--- src/rtl/regfile_access_ctrl.sv ---
// Request/response front-end for register_file: issues one write and two reads per request.
// Define REGFILE_CTRL_STATS_EN to add saturating write/response counters.
module regfile_access_ctrl #(
  parameter int unsigned REG_NUMBER = 32,
  parameter int unsigned REG_DATA_W = 32,
  parameter int unsigned REG_ADDR_W = 5
) (
  input  logic                  rf_clk,
  input  logic                  rf_ares,
  input  logic                  req_valid,
  output logic                  req_ready,
  input  logic                  req_we,
  input  logic [REG_ADDR_W-1:0] req_waddr,
  input  logic [REG_DATA_W-1:0] req_wdata,
  input  logic [REG_ADDR_W-1:0] req_raddr1,
  input  logic [REG_ADDR_W-1:0] req_raddr2,
  output logic                  rsp_valid,
  input  logic                  rsp_ready,
  output logic [REG_DATA_W-1:0] rsp_rdata1,
  output logic [REG_DATA_W-1:0] rsp_rdata2,
  output logic                  rsp_err,
  output logic                  rf_wen,
  output logic [REG_ADDR_W-1:0] rf_waddr,
  output logic [REG_DATA_W-1:0] rf_wdata,
  output logic [REG_ADDR_W-1:0] rf_raddr1,
  output logic [REG_ADDR_W-1:0] rf_raddr2,
`ifdef REGFILE_CTRL_STATS_EN
  output logic [15:0]           stat_wr_cnt,
  output logic [15:0]           stat_rd_cnt,
`endif
  input  logic [REG_DATA_W-1:0] rf_rdata1,
  input  logic [REG_DATA_W-1:0] rf_rdata2
);

  typedef enum logic [1:0] {StIdle, StIssue, StWait, StResp} state_e;

  state_e                r_state, w_state_nxt;
  logic                  r_rf_wen;
  logic [REG_ADDR_W-1:0] r_rf_waddr, r_rf_raddr1, r_rf_raddr2;
  logic [REG_DATA_W-1:0] r_rf_wdata, r_rsp_rdata1, r_rsp_rdata2;
  logic                  r_rsp_err;
  logic                  w_accept, w_rsp_hs, w_wr_ok, w_err;
  logic [REG_DATA_W-1:0] w_rd1, w_rd2;

  function automatic logic f_in_range(input logic [REG_ADDR_W-1:0] a);
    return 32'(a) < REG_NUMBER;
  endfunction

  always_comb begin
    w_state_nxt = r_state;
    req_ready   = 1'b0;
    rsp_valid   = 1'b0;
    unique case (r_state)
      StIdle: begin
        req_ready = 1'b1;
        if (req_valid) w_state_nxt = StIssue;
      end
      StIssue: w_state_nxt = StWait;
      StWait:  w_state_nxt = StResp;
      StResp: begin
        rsp_valid = 1'b1;
        if (rsp_ready) w_state_nxt = StIdle;
      end
      default: w_state_nxt = StIdle;
    endcase
  end

  assign w_accept = req_valid & req_ready;
  assign w_rsp_hs = rsp_valid & rsp_ready;
  // x0 is hardwired zero: such writes are dropped without raising an error
  assign w_wr_ok  = req_we & (req_waddr != '0) & f_in_range(req_waddr);
  assign w_err    = (req_we & ~f_in_range(req_waddr)) | ~f_in_range(req_raddr1)
                  | ~f_in_range(req_raddr2);
  assign w_rd1    = ((r_rf_raddr1 != '0) && f_in_range(r_rf_raddr1)) ? rf_rdata1 : '0;
  assign w_rd2    = ((r_rf_raddr2 != '0) && f_in_range(r_rf_raddr2)) ? rf_rdata2 : '0;

  always_ff @(posedge rf_clk) begin
    if (rf_ares) begin
      r_state      <= StIdle;
      r_rf_wen     <= 1'b0;
      r_rf_waddr   <= '0;
      r_rf_wdata   <= '0;
      r_rf_raddr1  <= '0;
      r_rf_raddr2  <= '0;
      r_rsp_rdata1 <= '0;
      r_rsp_rdata2 <= '0;
      r_rsp_err    <= 1'b0;
    end else begin
      r_state  <= w_state_nxt;
      r_rf_wen <= 1'b0;
      // Request fields go straight into the rf port registers, so ISSUE drives them
      if (w_accept) begin
        r_rf_wen    <= w_wr_ok;
        r_rf_waddr  <= req_waddr;
        r_rf_wdata  <= req_wdata;
        r_rf_raddr1 <= req_raddr1;
        r_rf_raddr2 <= req_raddr2;
        r_rsp_err   <= w_err;
      end
      if (r_state == StWait) begin
        r_rsp_rdata1 <= w_rd1;
        r_rsp_rdata2 <= w_rd2;
      end
    end
  end

  assign rf_wen     = r_rf_wen;
  assign rf_waddr   = r_rf_waddr;
  assign rf_wdata   = r_rf_wdata;
  assign rf_raddr1  = r_rf_raddr1;
  assign rf_raddr2  = r_rf_raddr2;
  assign rsp_rdata1 = r_rsp_rdata1;
  assign rsp_rdata2 = r_rsp_rdata2;
  assign rsp_err    = r_rsp_err;

`ifdef REGFILE_CTRL_STATS_EN
  logic [15:0] r_stat_wr, r_stat_rd;

  always_ff @(posedge rf_clk) begin
    if (rf_ares) begin
      r_stat_wr <= '0;
      r_stat_rd <= '0;
    end else begin
      if (r_rf_wen && (r_stat_wr != 16'hFFFF)) r_stat_wr <= r_stat_wr + 16'd1;
      if (w_rsp_hs && (r_stat_rd != 16'hFFFF)) r_stat_rd <= r_stat_rd + 16'd1;
    end
  end

  assign stat_wr_cnt = r_stat_wr;
  assign stat_rd_cnt = r_stat_rd;
`endif

endmodule
--- config.mk ---
export PLATFORM = sky130hd
export DESIGN_NAME = regfile_access_ctrl
export DESIGN_NICKNAME = d
export VERILOG_FILES = /design/src/rtl/regfile_access_ctrl.sv
export SDC_FILE = /design/constraint.sdc
export NUM_CORES = 1
export LEC_CHECK = 0
export BUFFER_PORTS_ARGS = -buffer_cell sky130_fd_sc_hd__buf_2
export CORE_MARGIN = 4
export CORE_UTILIZATION = 30
export CTS_CLUSTER_DIAMETER = 80
export DETAILED_ROUTE_END_ITERATION = 8
export RECOVER_POWER = 100
export SLEW_MARGIN = 25
export SYNTH_ARGS = -nofsm -noshare
export SYNTH_HDL_FRONTEND = slang
export SYNTH_SLANG_ARGS = --single-unit
--- constraint.sdc ---
create_clock -name rf_clk -period 1.45 [get_ports rf_clk]
set_input_delay 0.145 -clock rf_clk [delete_from_list [all_inputs] [get_ports rf_clk]]
set_output_delay 0.145 -clock rf_clk [all_outputs]
set_load 0.03 [all_outputs]
# == After elaboration in Yosys (flattened, before gate mapping) ==
# Cells that the tools add are included.
# classes
n_mux,7
div,0
mul,0
n_eq_ne,5
n_reduce_logical,6
magnitude_cmp,0
n_bitwise,3
addsub,0
shifts,0
# op_table
op,n
$mux W32,2
$reduce_bool A5 Y1,3
$pmux W2 S4,1
$eq A2 B2 Y1 const B,2
$mux W2,2
$ne A2 B2 Y1 const B,2
$and A1 B1 Y1,2
$eq A2 B1 Y1 const B,1
$logic_not A2 Y1,1
$mux W1,2
$reduce_and A2 Y1,1
$reduce_or A2 Y1,1
$not A1 Y1,1
# totals
input_bits,116
mem_bits_ro,0
ramBits,0
memories,0
regBits,114
latchBits,0

# == Longest topological paths before layout ==
# depth
depth_word,5
depth_mapped,7
ltp_nobuf,5

# == Worst setup path before layout ==
# Ideal clock, no wire load.
# synth_timing
path_kind,flip-flop to flip-flop
start,reg r_state[0]
end,reg r_rf_wdata[10] (netlist: rf_wdata[10])
arrival_time_ps,1573
period_less_slack_ps,1644
stages_incl_launch_ff,8
setup_slack_ps,-194
setup_ps,70
path_cell_list,dfxtp_1 -> inv_1 -> ha_1 -> and2_1 -> buf_2 -> buf_1 -> nand2_1 -> a21oi_1
# synth_between
elab_chain_len,3
# synth_lines
element,line,rtl
start: declaration,37,"state_e r_state, w_state_nxt;"
start signal: assignment,79,r_state <= StIdle;
start signal: assignment,89,r_state <= w_state_nxt;
$logic_not A2 Y1,53,unique case (r_state)
$mux W1,53,
net req_ready,11,"output logic req_ready,"
$and A1 B1 Y1,68,assign w_accept = req_valid & req_ready;
end signal: assignment,95,r_rf_wdata <= req_wdata;
end: declaration,40,"logic [REG_DATA_W-1:0] r_rf_wdata, r_rsp_rdata1, r_rsp_rdata2;"
# The timed path passes the listed nets, and every way through them passes these cells.
# A chain may end at the register's enable or synchronous reset.

# == Worst setup path after layout ==
# layout_timing
start,reg r_rf_raddr1[3] (netlist: rf_raddr1[3])
end,reg r_rsp_rdata1[23] (netlist: rsp_rdata1[23])
# layout_between
elab_chain_len,2
# layout_lines
element,line,rtl
start: declaration,39,"logic [REG_ADDR_W-1:0] r_rf_waddr, r_rf_raddr1, r_rf_raddr2;"
start signal: assignment,96,r_rf_raddr1 <= req_raddr1;
$reduce_bool A5 Y1,74,assign w_rd1 = ((r_rf_raddr1 != '0) && f_in_range(r_rf_raddr1)) ? rf_rdata1 : '0;
$mux W32,74,
end signal: assignment,101,r_rsp_rdata1 <= w_rd1;
end: declaration,40,
# No other way between the ends.

==> impl_metrics.ini <==
[die]
rows = 45
num_io_pins = 231
initial_utilization_pct = 31.14
die_h_um = 134.6
dieWidth_um = 134.6
dieArea_um2 = 18100
core-area_um2 = 15430

[clock_network]
clk_pin_slew_worst_paths_ns = 0.05
clockBufferDepth = 2
clk_latency_ns = 0.41
cts_tree = yes
cts_buffers = 17
cts_root_buf = clkbuf_16
clock-sinks = 114
htreeDepth = 4

[power]
sw_frac_of_total_pct = 38.29
power_density_nw_per_um2 = 1709
pwr-share-comb_pct = 41.8
power.share.clock_pct = 29.2
vdd_drop_max_uv = 1036
pwr-share-seq_pct = 29.0
leakage_nw = 3.099
p_int_mw = 8.417
p_switching_mw = 5.222
totalPowerFinal_mw = 13.64

[worst_setup_path]
critical_path_arrival_ns = 1.80
cp_slowest_cell = or4_4
critPathMaxStageDelay_ns = 0.62
crit_type = flip-flop to flip-flop
cp_top_family = simple AND/OR/NAND/NOR gates
crit_buf_inv = 1
required_ns = 1.75
critPathMaxFanout = 9
critical_path.cell_chain = or4_4 > clkbuf_16 > o211ai_2 > a21oi_1
crit_path_start_kind = flip-flop
endpoint_kind = flip-flop

[sta]
fin_skew_ns = 0.007120
fmax_ghz = 0.6687
period_needed_ns = 1.495
rsz0062_at_grt = true
hold_viol_final = 0
setup_viol = 22
worst_slack_ns = -0.04542
fin_crit_sh_pct = 103.1
maxSlewViolCount = 0

[grt]
grt_use_met2_pct = 26.84
first_global_vias = 4769
gr-usage-met1_pct = 19.40
busiest_layer = met2
grt_max_degree = 75
grt_usage_pct = 16.33
grt_first_pass_wirelength_um = 23790
overflow = 0
antenna_found_initial = 0
grt_util_met3_pct = 6.371

[synth]
syn_area_um2 = 4805
netlist_instances = 522
yosysSeqAreaShare_pct = 47.50
syn_nets = 641
yosysWarnings = 0
synth-seq-cells = 114
avgSynthCellArea_um2 = 9.204
ys_types = 22

[drt]
drtAntennaViolNets = 0
viasPerCell = 4.622
first_pass_iters = 4
drt-total-wl_um = 16390
drc = 0
num_vias = 4992
drtIter0Drc = 147
routedWlPerCell_um = 15.18

[placed_design]
port_buffers = 229
dp_hpwl_um = 9689
dp.cells = 930
gp_congestion = 0.7265
placed_cell_area_um2 = 6266
place_ws_ns = -0.03544

[outcome]
violations = negative setup slack
outcome = finished, violations left

[final_layout]
diodes = 0
fin_cells = 1080
utilization_pct = 51.72
finalNetCount = 975
drive_gt1_share_pct = 30.15
fin_area_um2 = 7979
area_growth_pct = 66.07

[job]
maxCapViolCount = 0

[min_path]
hp-class = primary input to flip-flop
==> what timing repair did <==
action,CTS,global route
setup buffers,0,4
gates resized for setup,0,12
gates cloned,0,10
pin swaps,0,19
hold endpoints to repair,104,0
endpoints found under the setup margin,4,69
hold buffers,104,0
==> kinds of logic after synthesis <==
kind of cell | Yosys count | synth area share (%)
AO/OA/AOI/OAI | 179 | 28.33
adder cells (fa/ha/maj) | 3 | 0.7813
buffers and inverters | 56 | 6.094
flip-flops | 114 | 47.50
other | 1 | 0.07805
AND/OR/NAND/NOR | 169 | 17.21
==> path summary, 6_finish.rpt <==
kind / from / to / slack [ns] / depth (start not counted)
worst min-delay path: req_raddr2[1] / rf_raddr2[1] / 0.01 / 3
worst max-delay path: rf_raddr1[3] / rsp_rdata1[23] / -0.05 / 4
worst min register to register: rf_waddr[2] / rf_waddr[2] / 0.45 / 2
worst max register to register: rf_raddr1[3] / rsp_rdata1[23] / -0.05 / 4
==> cell usage after synthesis (all sizes together) <==
| cell | n | area (µm²) |
|---|---|---|
| buf | 27 | 183.9 |
| clkbuf | 27 | 101.4 |
| o211ai | 64 | 780.8 |
| and2 | 1 | 6.260 |
| inv | 2 | 7.510 |
| a21oi | 113 | 565.5 |
| ha | 3 | 37.54 |
| a211oi | 1 | 7.510 |
| a21o | 1 | 7.510 |
| dfxtp | 114 | 2282 |
| nand2 | 95 | 356.6 |
| nor4b | 1 | 8.760 |
| nand3 | 1 | 5.000 |
| nor2 | 2 | 7.510 |
| conb | 1 | 3.750 |
| or4 | 3 | 30.03 |
| nand2b | 66 | 412.9 |
==> power groups by stage <==
stage	sequential, mW	combinational (mW)	clock [mW]
after floorplan	4.90	2.59	0
after global placement	3.98	4.93	0
after detailed placement	3.99	4.93	0
after CTS	3.94	5.15	4.10
after global routing	4.02	6.12	4.22
final	3.96	5.71	3.98
==> cell usage in the layout, fill, tap and decap left out, types with 2 or more instances in the layout <==
master,count
a21oi_1,111
a21oi_2,2
buf_12,9
buf_2,115
buf_4,13
buf_6,7
bufinv_16,2
clkbuf_1,112
clkbuf_16,23
clkbuf_2,3
clkbuf_4,2
clkinv_2,6
clkinvlp_4,3
dfxtp_1,105
dfxtp_2,6
dfxtp_4,3
dlygate4sd3_1,104
nand2_1,95
nand2b_1,66
nor2_1,2
o211ai_1,4
o211ai_2,60
or4_4,2
==> final cells by class <==
type / instances / area, µm²
Tap cell: 211 / 264.0
Fill cell: 1503 / 7448
Multi-Input combinational cell: 352 / 2253
Inverter: 2 / 7.507
Clock inverter: 11 / 112.6
Timing Repair Buffer: 369 / 2590
Clock buffer: 21 / 450.4
Sequential cell: 114 / 2301
==> metal layers <==
metal  wire [µm]  share of wire, %
met1        6887                42
met2        7890                48
met3        1306               8.0
met4         306               1.9
met5           0                 0
==> sequential cells by signal, indices dropped and copies added (netlist names) <==
register and count:
rsp_rdata2 32, r_state 2, rsp_rdata1 32, rf_raddr1 5, rf_raddr2 5, rf_wen 1
rf_wdata 32, rf_waddr 5
==> metrics by stage <==
step,setup TNS (ns),hold slack (ns)
floorplan,-2.403,0.2706
global placement,-0.03800,0.3843
detailed placement,-0.06087,0.3846
CTS,-0.08336,0.0003700
global route,-2.674,0.009829
finish,-0.4636,0.01199
==> worst reg2reg max path, stage by stage, from the launching register on <==
cell and delay [ns]:
dfxtp_2 0.32, or4_4 0.62, clkbuf_16 0.22, o211ai_2 0.15, a21oi_1 0.08
Power figures use the tool's default switching activity.
